$ cat src/rtl/fp_accel_pkg.sv
// -----------------------------------------------------------------------------
// fp_accel_pkg
// Shared constants and derived-width helpers for the fingerprint accelerator.
//   DEF_*                  : default geometry used across the accelerator
//   clog2                  : ceil(log2(v)), 0 for v <= 1
//   calc_sub_vector_no     : beats per vector, ceil(VECTOR_WIDTH/BUS_WIDTH)
//   calc_last_bits         : meaningful bits in the final beat of a vector
//   calc_cnt_width         : width able to hold a full-vector popcount
//   calc_granule_no        : first-level popcount granules per beat
//   calc_beat_cnt_width    : width able to hold a single-beat popcount
//   calc_idx_width         : beat index width (at least 1 bit)
// -----------------------------------------------------------------------------
package fp_accel_pkg;

  localparam int DEF_VECTOR_WIDTH  = 920;
  localparam int DEF_BUS_WIDTH     = 128;
  localparam int DEF_GRANULE_WIDTH = 6;

  function automatic int clog2(input int v);
    int r;
    int x;
    r = 0;
    x = v - 1;
    while (x > 0) begin
      r = r + 1;
      x = x >> 1;
    end
    return r;
  endfunction

  function automatic int calc_sub_vector_no(input int vector_width, input int bus_width);
    return (vector_width + bus_width - 1) / bus_width;
  endfunction

  function automatic int calc_last_bits(input int vector_width, input int bus_width);
    return vector_width - (calc_sub_vector_no(vector_width, bus_width) - 1) * bus_width;
  endfunction

  function automatic int calc_cnt_width(input int vector_width);
    return clog2(vector_width + 1);
  endfunction

  function automatic int calc_granule_no(input int bus_width, input int granule_width);
    return (bus_width + granule_width - 1) / granule_width;
  endfunction

  function automatic int calc_beat_cnt_width(input int bus_width);
    return clog2(bus_width + 1);
  endfunction

  function automatic int calc_idx_width(input int sub_vector_no);
    return (sub_vector_no > 1) ? clog2(sub_vector_no) : 1;
  endfunction

endpackage

$ cat src/rtl/popcnt_granule_tree.sv
// -----------------------------------------------------------------------------
// popcnt_granule_tree
// Two-level popcount of one beat. Level 1 counts each GRANULE_WIDTH-bit slice
// (LUT-sized) and registers the granule counts; level 2 is a combinational sum
// of the registered counts, so the register sits between the two levels.
// Ports:
//   clk        : clock
//   rst        : synchronous active-high reset (clears granule registers)
//   en         : pipeline enable, granule registers load when high
//   i_Vector   : beat to count (already masked by the caller)
//   o_BeatCnt  : popcount of the beat captured at the last enabled edge
// -----------------------------------------------------------------------------
module popcnt_granule_tree
  import fp_accel_pkg::*;
#(
  parameter int BUS_WIDTH     = DEF_BUS_WIDTH,
  parameter int GRANULE_WIDTH = DEF_GRANULE_WIDTH
) (
  input  logic                                      clk,
  input  logic                                      rst,
  input  logic                                      en,
  input  logic [BUS_WIDTH-1:0]                      i_Vector,
  output logic [calc_beat_cnt_width(BUS_WIDTH)-1:0] o_BeatCnt
);

  localparam int GRANULE_NO = calc_granule_no(BUS_WIDTH, GRANULE_WIDTH);
  localparam int GCW        = clog2(GRANULE_WIDTH + 1);
  localparam int BCW        = calc_beat_cnt_width(BUS_WIDTH);
  localparam int PAD_WIDTH  = GRANULE_NO * GRANULE_WIDTH;

  function automatic logic [GCW-1:0] gran_pop(input logic [GRANULE_WIDTH-1:0] g);
    logic [GCW-1:0] r;
    r = '0;
    for (int i = 0; i < GRANULE_WIDTH; i++) begin
      r = r + GCW'(g[i]);
    end
    return r;
  endfunction

  // Zero-extend so a partial final granule simply counts its missing bits as 0.
  logic [PAD_WIDTH-1:0] vec_pad;
  assign vec_pad = PAD_WIDTH'(i_Vector);

  logic [GRANULE_NO-1:0][GCW-1:0] gran_cnt_next;
  logic [GRANULE_NO-1:0][GCW-1:0] gran_cnt_reg;

  genvar gi;
  generate
    for (gi = 0; gi < GRANULE_NO; gi++) begin : g_gran
      assign gran_cnt_next[gi] = gran_pop(vec_pad[gi*GRANULE_WIDTH +: GRANULE_WIDTH]);
    end
  endgenerate

  always_ff @(posedge clk) begin
    if (rst) begin
      gran_cnt_reg <= '0;
    end else if (en) begin
      gran_cnt_reg <= gran_cnt_next;
    end
  end

  logic [BCW-1:0] beat_sum;
  always_comb begin
    beat_sum = '0;
    for (int g = 0; g < GRANULE_NO; g++) begin
      beat_sum = beat_sum + BCW'(gran_cnt_reg[g]);
    end
  end

  assign o_BeatCnt = beat_sum;

endmodule

$ cat src/rtl/vec_popcnt_stream.sv
// -----------------------------------------------------------------------------
// vec_popcnt_stream
// Streams a fingerprint vector as BUS_WIDTH-bit beats, forwards each beat with
// the padding of the final beat zeroed, and reports the vector popcount plus a
// wrapping vector ID alongside the final beat. Two register stages, full
// valid/ready backpressure, one beat per cycle sustained.
// Optional feature macro: VEC_POPCNT_PAD_CHECK_EN adds the sticky o_PadErr
// output flagging non-zero padding on a final beat.
// Ports:
//   clk, rst     : clock, synchronous active-high reset
//   i_Vector     : input beat            i_Valid / o_Ready : input handshake
//   o_SubVector  : forwarded beat        o_Valid / i_Ready : output handshake
//   o_Cnt        : popcount of the most recently completed vector
//   o_CntNew     : current output beat is the last beat of a vector
//   o_VecId      : ID of the vector the current output beat belongs to
//   o_PadErr     : sticky padding error (only with VEC_POPCNT_PAD_CHECK_EN)
// -----------------------------------------------------------------------------
module vec_popcnt_stream
  import fp_accel_pkg::*;
#(
  parameter int VECTOR_WIDTH  = DEF_VECTOR_WIDTH,
  parameter int BUS_WIDTH     = DEF_BUS_WIDTH,
  parameter int GRANULE_WIDTH = DEF_GRANULE_WIDTH,
  parameter int ID_WIDTH      = 16
) (
  input  logic                                    clk,
  input  logic                                    rst,
  input  logic [BUS_WIDTH-1:0]                    i_Vector,
  input  logic                                    i_Valid,
  output logic                                    o_Ready,
  output logic [BUS_WIDTH-1:0]                    o_SubVector,
  output logic                                    o_Valid,
  input  logic                                    i_Ready,
  output logic [calc_cnt_width(VECTOR_WIDTH)-1:0] o_Cnt,
  output logic                                    o_CntNew,
  output logic [ID_WIDTH-1:0]                     o_VecId
`ifdef VEC_POPCNT_PAD_CHECK_EN
  ,
  output logic                                    o_PadErr
`endif
);

  localparam int SUB_VECTOR_NO = calc_sub_vector_no(VECTOR_WIDTH, BUS_WIDTH);
  localparam int LAST_BITS     = calc_last_bits(VECTOR_WIDTH, BUS_WIDTH);
  localparam int CNT_WIDTH     = calc_cnt_width(VECTOR_WIDTH);
  localparam int BCW           = calc_beat_cnt_width(BUS_WIDTH);
  localparam int IDX_WIDTH     = calc_idx_width(SUB_VECTOR_NO);

  // Input side state
  logic [IDX_WIDTH-1:0] beat_idx_reg;
  logic [ID_WIDTH-1:0]  vec_id_reg;

  // Stage 1
  logic                 s1_valid_reg;
  logic [BUS_WIDTH-1:0] s1_data_reg;
  logic                 s1_last_reg;
  logic [ID_WIDTH-1:0]  s1_id_reg;

  // Stage 2 / outputs
  logic                 s2_valid_reg;
  logic [BUS_WIDTH-1:0] sub_vector_reg;
  logic [CNT_WIDTH-1:0] cnt_reg;
  logic [CNT_WIDTH-1:0] acc_reg;
  logic                 cnt_new_reg;
  logic [ID_WIDTH-1:0]  vec_id_out_reg;

  logic                 en;
  logic                 in_xfer;
  logic                 is_last;
  logic [BUS_WIDTH-1:0] last_mask;
  logic [BUS_WIDTH-1:0] masked_beat;
  logic [BCW-1:0]       beat_cnt;
  logic [CNT_WIDTH-1:0] beat_cnt_ext;

  // Whole pipeline advances together; a held output beat freezes both stages.
  assign en      = !s2_valid_reg || i_Ready;
  assign o_Ready = en;
  assign in_xfer = i_Valid && en;
  assign is_last = (beat_idx_reg == IDX_WIDTH'(SUB_VECTOR_NO - 1));

  // Bits at or above LAST_BITS are padding on the final beat; when
  // LAST_BITS == BUS_WIDTH the mask is all ones and nothing is removed.
  genvar gi;
  generate
    for (gi = 0; gi < BUS_WIDTH; gi++) begin : g_mask
      assign last_mask[gi] = (gi < LAST_BITS) ? 1'b1 : 1'b0;
    end
  endgenerate

  assign masked_beat = is_last ? (i_Vector & last_mask) : i_Vector;

  popcnt_granule_tree #(
    .BUS_WIDTH     (BUS_WIDTH),
    .GRANULE_WIDTH (GRANULE_WIDTH)
  ) u_tree (
    .clk       (clk),
    .rst       (rst),
    .en        (en),
    .i_Vector  (masked_beat),
    .o_BeatCnt (beat_cnt)
  );

  // A masked beat never holds more than VECTOR_WIDTH ones, so the cast is safe.
  assign beat_cnt_ext = CNT_WIDTH'(beat_cnt);

  always_ff @(posedge clk) begin
    if (rst) begin
      beat_idx_reg   <= '0;
      vec_id_reg     <= '0;
      s1_valid_reg   <= 1'b0;
      s1_data_reg    <= '0;
      s1_last_reg    <= 1'b0;
      s1_id_reg      <= '0;
      s2_valid_reg   <= 1'b0;
      sub_vector_reg <= '0;
      cnt_reg        <= '0;
      acc_reg        <= '0;
      cnt_new_reg    <= 1'b0;
      vec_id_out_reg <= '0;
    end else begin
      if (in_xfer) begin
        if (is_last) begin
          beat_idx_reg <= '0;
          vec_id_reg   <= vec_id_reg + 1'b1;
        end else begin
          beat_idx_reg <= beat_idx_reg + 1'b1;
        end
      end

      if (en) begin
        s1_valid_reg <= i_Valid;
        if (i_Valid) begin
          s1_data_reg <= masked_beat;
          s1_last_reg <= is_last;
          s1_id_reg   <= vec_id_reg;
        end

        s2_valid_reg <= s1_valid_reg;
        if (s1_valid_reg) begin
          sub_vector_reg <= s1_data_reg;
          vec_id_out_reg <= s1_id_reg;
          cnt_new_reg    <= s1_last_reg;
          if (s1_last_reg) begin
            cnt_reg <= acc_reg + beat_cnt_ext;
            acc_reg <= '0;
          end else begin
            acc_reg <= acc_reg + beat_cnt_ext;
          end
        end else begin
          // Bubble: data/ID/count hold, but a bubble is never a last beat.
          cnt_new_reg <= 1'b0;
        end
      end
    end
  end

  assign o_Valid     = s2_valid_reg;
  assign o_SubVector = sub_vector_reg;
  assign o_Cnt       = cnt_reg;
  assign o_CntNew    = cnt_new_reg;
  assign o_VecId     = vec_id_out_reg;

`ifdef VEC_POPCNT_PAD_CHECK_EN
  logic pad_err_reg;

  // Sticky: checks the raw (pre-mask) final beat, cleared only by reset.
  always_ff @(posedge clk) begin
    if (rst) begin
      pad_err_reg <= 1'b0;
    end else if (in_xfer && is_last && ((i_Vector & ~last_mask) != '0)) begin
      pad_err_reg <= 1'b1;
    end
  end

  assign o_PadErr = pad_err_reg;
`endif

endmodule

$ cat config.mk
export PLATFORM = sky130hd
export DESIGN_NAME = vec_popcnt_stream
export DESIGN_NICKNAME = d
export VERILOG_FILES = /design/src/rtl/fp_accel_pkg.sv /design/src/rtl/popcnt_granule_tree.sv /design/src/rtl/vec_popcnt_stream.sv
export SDC_FILE = /design/constraint.sdc
export NUM_CORES = 1
export LEC_CHECK = 0
export ABC_AREA = 1
export ABC_CLOCK_PERIOD_IN_PS = 6700
export CORE_MARGIN = 3
export CORE_UTILIZATION = 45
export DETAILED_ROUTE_END_ITERATION = 6
export PLACE_DENSITY = 0.71
export SLEW_MARGIN = 20
export SYNTH_ARGS = -nofsm -noshare
export SYNTH_HDL_FRONTEND = slang
export SYNTH_SLANG_ARGS = --single-unit
export TNS_END_PERCENT = 100
$ cat constraint.sdc
create_clock -name clk -period 6.7 [get_ports clk]
set_clock_uncertainty 0.1 [all_clocks]
set_input_delay 0.67 -clock clk [delete_from_list [all_inputs] [get_ports clk]]
set_output_delay 0.67 -clock clk [all_outputs]
set_load 0.05 [all_outputs]
Word level (Yosys, flattened, before mapping) --
Index checks and enable logic that the tools add are counted.
Word-level totals: flip-flop bits (word level) 397, logic and storage cells 176, output and inout bits 157, input port bits 132
Operators by class: muxes and demuxes 4, $add $sub $neg 130, eq/ne operators 1, reduce and logical (&&, ||, !) cells 7
Operators with widths (count):
- adder 3 x 1 -> 3 bit | 84
- adder 8 x 3 -> 8 bit | 20
- two-way mux 128 bit | 1
- adder 1 x 1 -> 2 bit | 22
- adder 16 x 1 -> 16 bit, second input constant | 1
- adder 10 x 8 -> 10 bit | 1
- two-way mux 10 bit | 1
- AND reduction 2 bit | 3
- adder 3 x 3 -> 4 bit | 1
- adder 3 x 1 -> 3 bit, second input constant | 1
- == test 3 bit, second input constant | 1
- two-way mux 3 bit | 1
- AND reduction 3 bit | 1
- logical AND 1 bit | 1
- zero test 1 bit | 1
- logical OR 1 bit | 1
- two-way mux 1 bit | 1

Depth between registers and ports, before layout --
depth in word-level cells 23, depth in mapped cells 33, gate-level depth less buffers 33

Cells and area by module --
Synthesis repeated with hierarchy kept, for this count alone.
Unflattened totals: cell total of the unflattened synthesis 2384, area total of the unflattened synthesis 19080.8 um2
Modules (own cells, without submodules):
- vec_popcnt_stream | instances 1, area each 12794.8 um2, cells each 1728
- popcnt_granule_tree | instances 1, area each 6286.0 um2, cells each 656

Least setup slack after synthesis --
No wires, ideal clock.
kind register to register, start reg u_tree.gran_cnt_reg[0] in the netlist's numbering, end reg cnt_reg[9], in the netlist o_Cnt[9], data required time 6.491 ns, period minus slack after synthesis 6.417 ns, library setup time 0.109 ns, path buffers 0, arrival 6.209 ns, stages on the path, launching flop included 32, slack 0.283 ns, cells stage by stage dfxtp_1 > ha_1 > fa_1 > xor2_1 > fa_1 > inv_1 > fa_1 > inv_1 > fa_1 > fa_1 > fa_1 > inv_1 > fa_1 > inv_1 > ha_1 > nand2_1 > o21ai_0 > nand2_1 > nand2_1 > nand2_1 > nand2_1 > nand2_1 > a21oi_1 > ha_1 > nand2_1 > inv_1 > a21boi_0 > nand4_1 > nand2_1 > nand2_1 > nand2_1 > inv_1
On the way: word-level cells in the longest chain between the ends 22
RTL lines:
- start, declared | line popcnt_granule_tree.sv:45 | logic [GRANULE_NO-1:0][GCW-1:0] gran_cnt_reg;
- start signal, assigned | line popcnt_granule_tree.sv:58 | gran_cnt_reg <= gran_cnt_next;
- adder 3 x 3 -> 4 bit | line popcnt_granule_tree.sv:66 | beat_sum = beat_sum + BCW'(gran_cnt_reg[g]);
- adder 8 x 3 -> 8 bit (20 in series) | line popcnt_granule_tree.sv:66
- adder 10 x 8 -> 10 bit | line vec_popcnt_stream.sv:144 | cnt_reg <= acc_reg + beat_cnt_ext;
- end signal, assigned | line vec_popcnt_stream.sv:144
- end, declared | line vec_popcnt_stream.sv:62 | logic [CNT_WIDTH-1:0] cnt_reg;
No other way between the ends. A chain may end at the register's enable or synchronous reset.

Worst setup path after layout --
start reg u_tree.gran_cnt_reg[0] in the netlist's numbering, end reg acc_reg[8]
On the way: word-level cells in the longest chain between the ends 23
RTL lines:
- adder 3 x 3 -> 4 bit | line popcnt_granule_tree.sv:66
- adder 8 x 3 -> 8 bit (20 in series) | line popcnt_granule_tree.sv:66
- adder 10 x 8 -> 10 bit | line vec_popcnt_stream.sv:147 | acc_reg <= acc_reg + beat_cnt_ext;
- two-way mux 10 bit | line vec_popcnt_stream.sv:143 | if (s1_last_reg) begin
- end signal, assigned | line vec_popcnt_stream.sv:147
- end, declared | line vec_popcnt_stream.sv:63 | logic [CNT_WIDTH-1:0] acc_reg;
No other way between the ends.

==> flow_metrics.tcl <==
set metrics [dict create \
    status "finished clean" \
    period_minus_slack_ns 6.43 \
    clock-sinks 396 \
    antenna_found_initial 1 \
    ctsHtreeMaxLevel 2 \
    clock-root-buffer "clkbuf_16" \
    ff_latch_area_um2 7930 \
    cp_common_cell "nand2_1" \
    place.gp.congestion 0.834 \
    antennaDiodeCount 0 \
    ff2ff_setup_slack_ns 0.27 \
    slew_viol_final 0 \
    rr_worst_depth 30 \
    hold_class "register to register" \
    cts_tree "yes" \
    core-area_um2 39900 \
    crit_buf_inv 5 \
    ys_warn_count 0 \
    ant_nets 0 \
    arrival_ns 6.82 \
    critPathLaunch "u_tree.gran_cnt_reg[0]$_SDFFE_PP0N_" \
    fin_crit_sh_pct 96.0 \
    startpoint_type "register" \
    grt_max_degree 219 \
    syn_to_final_growth_pct 25.9 \
    drtIter0Drc 842 \
    syn_inst 2255 \
    fin_nets 2779 \
    wirelength_um 46800 \
    drt_pre_antenna_iters 6 \
    r2r-start "u_tree.gran_cnt_reg[0]$_SDFFE_PP0N_" \
    finalCoreUtilization_pct 57.7 \
    clock_latency_ns 0.55 \
    max_stage_delay_ns 0.53 \
    synth.distinct_cells 37 \
    clk_pin_slew_worst_paths_ns 0.06 \
    drcViolationCount 0 \
    wl_per_cell_um 15.4 \
    grt_util_met2_pct 37.6 \
    critPathMaxFanout 4 \
    required_ns 7.09 \
    fp-row-count 73 \
    drv_cap 0 \
    finalSetupViolCount 0 \
    yosysSeqAreaShare_pct 43.3 \
    synth.avg_cell_area_um2 8.11 \
    hold_violations 0 \
    use_met3_pct 3.46 \
    ios 289 \
    avgViaCountPerCell 4.95 \
    grt_usage_pct 21.6 \
    cts_buffers 44 \
    die_w_um 208 \
    die_height_um 208 \
    syn_nets 2557 \
    cts_buffer_depth 3 \
    r2r_end "acc_reg[8]$_SDFFE_PP0P_" \
    slew_headroom_pct 25.3 \
    vias 15000 \
    dp_hpwl_um 32000 \
    ys.flop_type "dfxtp_1" \
    end_kind "register" \
    dieArea_um2 43100 \
    synth_edf_count 0 \
    slowest_stage "fa_1" \
    io_buffer_count 288 \
    cp.depth 30 \
    multi_input_area_um2 8790 \
    fill_cells 3528 \
    tightest_slew_ns 1.12 \
    syn_area_um2 18300 \
    start_util_pct 45.8 \
    grtUsageMet1_pct 27.8 \
    grt_pass1_vias 15500 \
    endpoint "acc_reg[8]$_SDFFE_PP0P_" \
    critPathKind "register to register" \
    fmax_ghz 0.155 \
    top_usage_layer "met2" \
    synth-async-reset-ratio_pct 0 \
    grt_pass1_wl_um 77500 \
    overflow 0 \
    drive_above_1_share_pct 4.98 \
    synth-seq-cells 396 \
    cp_top_family "adder cells" \
]
[worst min-delay path, delay by kind of cell (launching register included)]
kind | cells | cell delay (ns)
DFF | 1 | 0.30
buffers and inverters | 1 | 0.06
AOI/OAI and AO/OA | 1 | 0.05
[layout by cell type, fill, tap and decap left out, types with 6 or more instances in the layout]
master / count
ha_1: 43
clkbuf_16: 45
clkbuf_8: 8
buf_4: 22
nand3_1: 15
inv_1: 281
fa_1: 119
clkinv_2: 7
o21ai_1: 105
a21oi_1: 160
xnor2_1: 7
clkdlybuf4s50_1: 287
nor2_1: 498
xor2_1: 6
nand2_1: 174
o21ai_0: 257
dfxtp_1: 396
bufinv_16: 6
nor3_1: 7
clkbuf_1: 13
a21oi_2: 6
[per-layer routing]
| metal | wire length [um] | share of wire (%) |
|---|---|---|
| met2 | 23000 | 49 |
| met5 | 20 | 0.043 |
| met1 | 20800 | 44 |
| met4 | 1040 | 2.2 |
| met3 | 2020 | 4.3 |
[metrics by stage]
stage	cell area, um^2	setup TNS (ns)	setup slack, ns	hold slack [ns]	instances
6_report	23000	0	0.266	0.360	3036
5_1_grt	23000	-0.0441	-0.0269	0.386	3036
4_1_cts	22900	0	0.0146	0.361	3034
3_5_place_dp	21400	-0.181	-0.0769	0.352	2954
3_3_place_gp	21400	0	0.0634	0.342	2954
2_1_floorplan	18300	0	0.283	0.330	2255
[logic make-up after synthesis]
logic type,count (synthesis),share of synthesized area [%]
AND/OR/NAND/NOR,712,15.3
AO/OA/AOI/OAI,542,15.0
buffers and inverters,422,9.17
flip-flops,396,43.3
adder cells (fa/ha/maj),170,16.6
XOR/XNOR,13,0.622
[synthesized netlist by cell type, types with 4 or more instances]
cell | n | area [um^2]
nand3_1 | 16 | 80.1
buf_2 | 30 | 150
a211oi_1 | 4 | 30.0
o21ai_0 | 259 | 1300
xor2_1 | 6 | 52.6
o21ai_1 | 105 | 526
dfxtp_1 | 396 | 7930
clkbuf_1 | 86 | 323
a21oi_1 | 166 | 831
xnor2_1 | 7 | 61.3
nand4_1 | 4 | 25.0
buf_4 | 11 | 82.6
ha_1 | 49 | 613
inv_2 | 6 | 22.5
inv_1 | 281 | 1050
nor3_1 | 7 | 35.0
fa_1 | 121 | 2420
nand2_1 | 175 | 657
nor2_1 | 499 | 1870
[final cells by class]
class / count / area share (%)
flip-flops and latches: 396 / 34.4
well taps: 525 / 2.85
inverters: 288 / 4.74
clock inverters: 14 / 0.984
multi-input cells: 1437 / 38.2
clock buffers: 66 / 5.58
repair buffers: 310 / 13.2
[timing repair]
action                     in CTS  in global routing
setup buffers                   0                  2
pin swaps                       0                 11
setup endpoints to repair       5                 12
gates resized for setup         4                 18
hold buffers                    0                  0
[worst min path at each step]
stage	start	to	slack (ns)	cells after the start
after floorplan	s1_data_reg[24]$_SDFFE_PP0P_	s1_data_reg[24]$_SDFFE_PP0P_	0.33	2
after global placement	s1_data_reg[24]$_SDFFE_PP0P_	s1_data_reg[24]$_SDFFE_PP0P_	0.34	2
after detailed placement	s1_data_reg[24]$_SDFFE_PP0P_	s1_data_reg[24]$_SDFFE_PP0P_	0.35	2
after CTS	s1_data_reg[24]$_SDFFE_PP0P_	s1_data_reg[24]$_SDFFE_PP0P_	0.36	2
after global routing	s1_data_reg[36]$_SDFFE_PP0P_	s1_data_reg[36]$_SDFFE_PP0P_	0.39	2
final	s1_data_reg[24]$_SDFFE_PP0P_	s1_data_reg[24]$_SDFFE_PP0P_	0.36	2
Power is left out: the tool's default activity adds up to more than one toggle a clock period on the data nets, which glitch-free logic cannot reach.
